===== config.mk =====
export PLATFORM = sky130hd
export DESIGN_NAME = alu_adder_stage
export DESIGN_NICKNAME = d
export VERILOG_FILES = /design/src/rtl/alu_pkg.sv /design/src/rtl/alu_adder8.sv /design/src/rtl/alu_adder_stage.sv
export SDC_FILE = /design/constraint.sdc
export NUM_CORES = 1
export LEC_CHECK = 0
export ABC_AREA = 1
export BUFFER_PORTS_ARGS = -buffer_cell sky130_fd_sc_hd__buf_2
export CAP_MARGIN = 20
export CORE_ASPECT_RATIO = 0.7
export CORE_MARGIN = 4
export CORE_UTILIZATION = 49
export CTS_CLUSTER_SIZE = 20
export DETAILED_ROUTE_END_ITERATION = 10
export HOLD_SLACK_MARGIN = 0.08
export PLACE_DENSITY = 0.79
export RECOVER_POWER = 100
export SYNTH_ARGS = -nofsm -noshare
export SYNTH_HDL_FRONTEND = slang
export SYNTH_HIERARCHICAL = 1
export SYNTH_SLANG_ARGS = --single-unit

===== constraint.sdc =====
create_clock -name clk -period 2.68 [get_ports clk]
set_clock_uncertainty 0.15 [all_clocks]
set_input_delay 0.536 -clock clk [delete_from_list [all_inputs] [get_ports clk]]
set_output_delay 0.536 -clock clk [all_outputs]
set_load 0.005 [all_outputs]

===== src/rtl/alu_pkg.sv =====
// Shared JAM-1 ALU definitions: data width, carry-in select encodings, flag layout.
package alu_pkg;

  localparam int unsigned ALU_W  = 8;
  localparam int unsigned FLAG_W = 4;

  localparam int unsigned FLAG_Z = 0;
  localparam int unsigned FLAG_C = 1;
  localparam int unsigned FLAG_N = 2;
  localparam int unsigned FLAG_V = 3;

  typedef enum logic [1:0] {
    CIN_ZERO = 2'b00,
    CIN_ONE  = 2'b01,
    CIN_FLAG = 2'b10,
    CIN_RSVD = 2'b11
  } cin_sel_e;

  // Architectural flag word, MSB first: {V,N,C,Z}
  typedef struct packed {
    logic v;
    logic n;
    logic c;
    logic z;
  } flags_t;

endpackage


===== src/rtl/alu_adder8.sv =====
// Combinational JAM-1 adder: sum plus V/N/C/Z from lhs, rhs and carry-in.
module alu_adder8
  import alu_pkg::*;
#(
  parameter int unsigned WIDTH = ALU_W
) (
  input  logic [WIDTH-1:0] lhs,
  input  logic [WIDTH-1:0] rhs,
  input  logic             cin,
  output logic [WIDTH-1:0] sum_c,
  output flags_t           flags_c
);

  logic [WIDTH:0] full;

  // Full-width sum so the carry-out survives before the result is sliced off
  always_comb begin
    full      = (WIDTH+1)'(lhs) + (WIDTH+1)'(rhs) + (WIDTH+1)'(cin);
    sum_c     = full[WIDTH-1:0];
    flags_c.c = full[WIDTH];
    flags_c.z = (full[WIDTH-1:0] == '0);
    flags_c.n = full[WIDTH-1];
    flags_c.v = (lhs[WIDTH-1] == rhs[WIDTH-1]) && (full[WIDTH-1] != lhs[WIDTH-1]);
  end

endmodule


===== src/rtl/alu_adder_stage.sv =====
// Registered add/carry stage of the JAM-1 ALU pipeline with stall and flush.
module alu_adder_stage
  import alu_pkg::*;
#(
  parameter int unsigned WIDTH = ALU_W
) (
  input  logic              clk,
  input  logic              rst_n,
  input  logic              Stall,
  input  logic              Flush,
  input  logic              ValidIn,
  input  logic [WIDTH-1:0]  LHSIn,
  input  logic [WIDTH-1:0]  RHSIn,
  input  logic [1:0]        CarrySelect,
  input  logic              FlagsWrite,
  output logic [WIDTH-1:0]  ResultOut,
  output logic              ValidOut,
  output logic [FLAG_W-1:0] FlagsOut
);

  logic             cin;
  logic             accept;
  logic [WIDTH-1:0] sum_c;
  flags_t           flags_c;

  // Carry-in source; the flag option reads the committed C so chained adds need no bubble
  always_comb begin
    cin = 1'b0;
    unique case (cin_sel_e'(CarrySelect))
      CIN_ZERO: cin = 1'b0;
      CIN_ONE:  cin = 1'b1;
      CIN_FLAG: cin = FlagsOut[FLAG_C];
      CIN_RSVD: cin = 1'b0;
      default:  cin = 1'b0;
    endcase
  end

  always_comb begin
    accept = ValidIn && !Stall && !Flush;
  end

  alu_adder8 #(
    .WIDTH (WIDTH)
  ) u_adder (
    .lhs     (LHSIn),
    .rhs     (RHSIn),
    .cin     (cin),
    .sum_c   (sum_c),
    .flags_c (flags_c)
  );

  // Flush beats stall; a stall freezes everything, otherwise valid tracks ValidIn
  always_ff @(posedge clk or negedge rst_n) begin
    if (!rst_n) begin
      ValidOut <= 1'b0;
    end else if (Flush) begin
      ValidOut <= 1'b0;
    end else if (!Stall) begin
      ValidOut <= ValidIn;
    end
  end

  always_ff @(posedge clk or negedge rst_n) begin
    if (!rst_n) begin
      ResultOut <= '0;
    end else if (accept) begin
      ResultOut <= sum_c;
    end
  end

  always_ff @(posedge clk or negedge rst_n) begin
    if (!rst_n) begin
      FlagsOut <= '0;
    end else if (accept && FlagsWrite) begin
      FlagsOut <= flags_c;
    end
  end

endmodule


* After elaboration in Yosys (flattened, before gate mapping)
Index checks and enable logic that the tools add are counted.
W data, S select, Z words.
** Word-level totals
- Flip-flop bits (word level) :: 13
- Output and inout bits :: 13
- Word-level logic and storage cells :: 23
** Operators by class
- $add $sub $neg :: 2
- Reduce and logical (&&, ||, !) cells :: 9
- Muxes and demuxes :: 3
- Equal/unequal tests :: 6
** Operators with widths (count)
- $add A8 B8 Y9 :: 1
- $add A9 B1 Y9 :: 1
- $logic_not A8 Y1 :: 1
- $eq A2 B2 Y1 const B :: 2
- $logic_and A1 B1 Y1 :: 4
- $pmux W1 S3 :: 1
- $eq A2 B1 Y1 const B :: 1
- $logic_not A1 Y1 :: 2
- $logic_not A2 Y1 :: 1
- $mux W1 :: 2
- $ne A2 B1 Y1 const B :: 1
- $reduce_or A2 Y1 :: 1
- $eq A1 B1 Y1 :: 1
- $ne A1 B1 Y1 :: 1

* Longest topological paths before layout
- Depth in word-level cells :: 6
- Depth in mapped cells :: 17
- Depth with buffers taken out :: 17

* Cells and area by module
Netlist, hierarchy kept.
** Modules (own cells, without submodules)
- alu_adder_stage :: seq. area each 325.3 sq um, area each 564.3 sq um, instances 1, cells each 63
- alu_adder8 :: seq. area each 0.0 sq um, area each 491.7 sq um, instances 1, cells each 85

* Worst setup path after synthesis
OpenSTA, ideal clock, no wires.
- Path type :: input -> register
- Start :: input CarrySelect[0]
- End :: register FlagsOut[0]
- Stages :: 12
- Arrival :: 2479 ps
- Path buffers :: 0
- Path slack :: -14 ps
- Cells stage by stage :: inv_1 -> ha_1 -> o21ai_0 -> inv_1 -> fa_1 -> inv_1 -> fa_1 -> nor3_1 -> nand3_1 -> nor2_2 -> nand4_1 -> nand2_1
** RTL lines
- start: declaration :: line alu_adder_stage.sv:14 : input logic [1:0] CarrySelect,
- end signal: assignment :: line alu_adder_stage.sv:75 : FlagsOut <= flags_c;
- end: declaration :: line alu_adder_stage.sv:18 : output logic [FLAG_W-1:0] FlagsOut

==> results.yml <==
run_status:
  status: "completed"
worst_setup_path:
  path_delay_family: "adder cells"
  cp-start-kind: "input port"
  path_common_cell: "inv_1"
  worst-endpoint-required_ps: 2750
  cp-end-kind: "flip-flop"
  crit_buf_inv: 4
  crit_slowest_cell: "fa_1"
  crit_chain: "buf_2, inv_1, ha_1, o21ai_1, inv_1, fa_2, inv_2, fa_1, nor3_2, nand3_1, nor2_2, nand4_1, nand2_1"
  cp.arrival_ps: 2540
  crit_type: "in2reg"
  slowest_delay_ps: 440
  path_max_fanout: 2
placed_design:
  routabilityCongestion: 0.824
  hpwl_um: 2080
  pre_cts_slack_ps: -234
  port_buffers: 36
sta:
  setup_viol: 0
  fin_ws_ps: 211
  tns_ps: 0
  fin_crit_ps: 2470
  finalHoldViolCount: 0
  period_share: 0.921
  rsz0062_at_grt: "no"
  fmax_mhz: 405
  maxSlewHeadroom: 0.547
  worst_pin_slew_ps: 679
  slew_violations: 0
synthesis:
  yosysWarnings: 6
  synth_top_area_frac: 0.308
  synth_top_cell_by_area: "dfrtp_1"
  synthCells: 148
  synthArstFlopShare: 1.00
  synth_area_leaders: "dfrtp_1 (31%), nand2_1 (18%), ha_1 (9.5%)"
  syn-mean-instance-area_um2: 7.14
  synth_edf_count: 0
  synthesis.nets: 182
  synth.most_common_cell: "nand2_1"
  synth.distinct_cells: 21
  yosysSeqAreaShare: 0.308
  syn-cell-area_um2: 1060
  synth_common_cells: "nand2_1 (50), inv_1 (25), nand3_1 (17)"
  synth_top_flop_cell: "dfrtp_1"
  synth_seq_cells: 13
cts:
  cts-root-buf: "clkbuf_4"
  cts_tree: "yes"
  clockBufferDepth: 2
  cts_max_level: 1
  cts.clk_slew.worst_paths_ps: 80
  cts_buffers: 3
  cts_num_sinks: 13
  clk_latency_ps: 270
detailed_routing:
  drc: 0
  wl_per_cell_um: 11.9
  drtIter0Drc: 61
  first_pass_iters: 5
  routed_via_density: 5.06
  routed_wl_um: 2500
  ant_nets: 0
  vias: 1068
pwr:
  ir_drop_mv: 0.403
  leakagePower_nw: 0.769
  p_per_area_nw_per_um2: 486
finish:
  area_delta_synth_final_pct: 21.3
  nets: 224
  layout-drive-gt1-share: 0.249
  n_antenna_cell: 0
die:
  ioPinCount: 37
  num_rows: 13
  die_w_um: 63.5
  die-area_um2: 2970
  initial_utilization: 0.541
  dieHeight_um: 46.8
  core_area_um2: 1950
global_routing:
  grt_pass1_wl_um: 4320
  grt_start_max_net_pins: 14
  grt_pass1_vias: 1040
  grtUsageTotal: 0.184
  antenna_found_initial: 0
  grt_overflow: 0
run:
  max_cap_viol_count: 0
worst_hold_path:
  hp-class: "reg2reg"
cells in the final DEF, fill, tap and decap left out, types with 2 or more instances in the layout:
| master | netlist | routed |
|---|---|---|
| nor2_2 | 3 | 3 |
| inv_1 | 25 | 24 |
| a21oi_2 | 2 | 2 |
| nand3_1 | 17 | 18 |
| nand4_1 | 6 | 6 |
| a21oi_1 | 3 | 3 |
| ha_1 | 8 | 8 |
| nand2_1 | 50 | 53 |
| buf_2 | 0 | 28 |
| nand2_2 | 7 | 4 |
| clkbuf_4 | 0 | 4 |
| clkbuf_1 | 0 | 9 |
| dfrtp_1 | 13 | 13 |
worst min-delay path, delay by kind of cell, from the launching register on:
family,cells,cell delay [ps]
DFF,1,350
and+or+nand+nor,2,110
area by class of cell:
cell class | count | area (um2)
Multi-Input combinational cell | 108 | 613
Inverter | 25 | 93.8
Fill cell | 181 | 671
Tap cell | 22 | 27.5
Timing Repair Buffer | 39 | 195
Clock buffer | 4 | 26.3
Sequential cell | 13 | 325
state kept, by name, indices dropped and copies added, names as in the netlist:
| signal | cells |
|---|---|
| FlagsOut | 4 |
| ValidOut | 1 |
| ResultOut | 8 |
logic make-up after synthesis:
| family | Yosys count | synth area share |
|---|---|---|
| xor+xnor | 1 | 0.00830 |
| buf+inv | 27 | 0.107 |
| compound gates | 8 | 0.0474 |
| fa+ha+maj | 10 | 0.133 |
| simple gates | 89 | 0.397 |
| flops | 13 | 0.308 |
power by group:
part	leakage (nW)	internal (W)	switching, W
registers	0.162	0.000236	0.0000251
clock network	0.0150	0.0000577	0.0000620
logic	0.592	0.000101	0.000140
metrics by stage:
step / hold slack [ps] / util / instance area (um2) / power, W / std cells
3_3_place_gp: 283 / 0.646 / 1260 / 0.000500 / 206
3_5_place_dp: 285 / 0.646 / 1260 / 0.000510 / 206
4_1_cts: 323 / 0.664 / 1300 / 0.000630 / 211
5_1_grt: 347 / 0.656 / 1280 / 0.000673 / 211
6_report: 330 / 0.656 / 1280 / 0.000622 / 211
2_1_floorplan: 90.4 / - / 1060 / 0.000412 / 148
repair_timing:
action	in CTS	in global routing
setup endpoints to repair	0	1
gates resized for setup	0	2
setup buffers	0	0
endpoints found under the hold margin	13	0
hold buffers	1	0
metal layers:
| layer | vias up | track usage | part of all wire |
|---|---|---|---|
| met5 | - | 0 | 0 |
| met4 | 0 | 0.0258 | 0.0024 |
| met3 | 2 | 0.0574 | 0.079 |
| met2 | 30 | 0.340 | 0.47 |
| met1 | 483 | 0.224 | 0.45 |
| li1 | 553 | - | - |
worst paths after layout:
| kind | start | to | slack [ps] | depth (start not counted) |
|---|---|---|---|---|
| worst max-delay path | CarrySelect[0] | FlagsOut[0] | 210 | 13 |
| worst min-delay path | ResultOut[6] | ResultOut[6] | 330 | 2 |
| worst max register to register | FlagsOut[1] | FlagsOut[0] | 400 | 15 |
| worst min register to register | ResultOut[6] | ResultOut[6] | 330 | 2 |
| max in group asynchronous | rst_n | ResultOut[6] | 1290 | 2 |
| min in group asynchronous | rst_n | ResultOut[7] | 660 | 2 |
No activity file was read; power rests on OpenSTA's default activity.
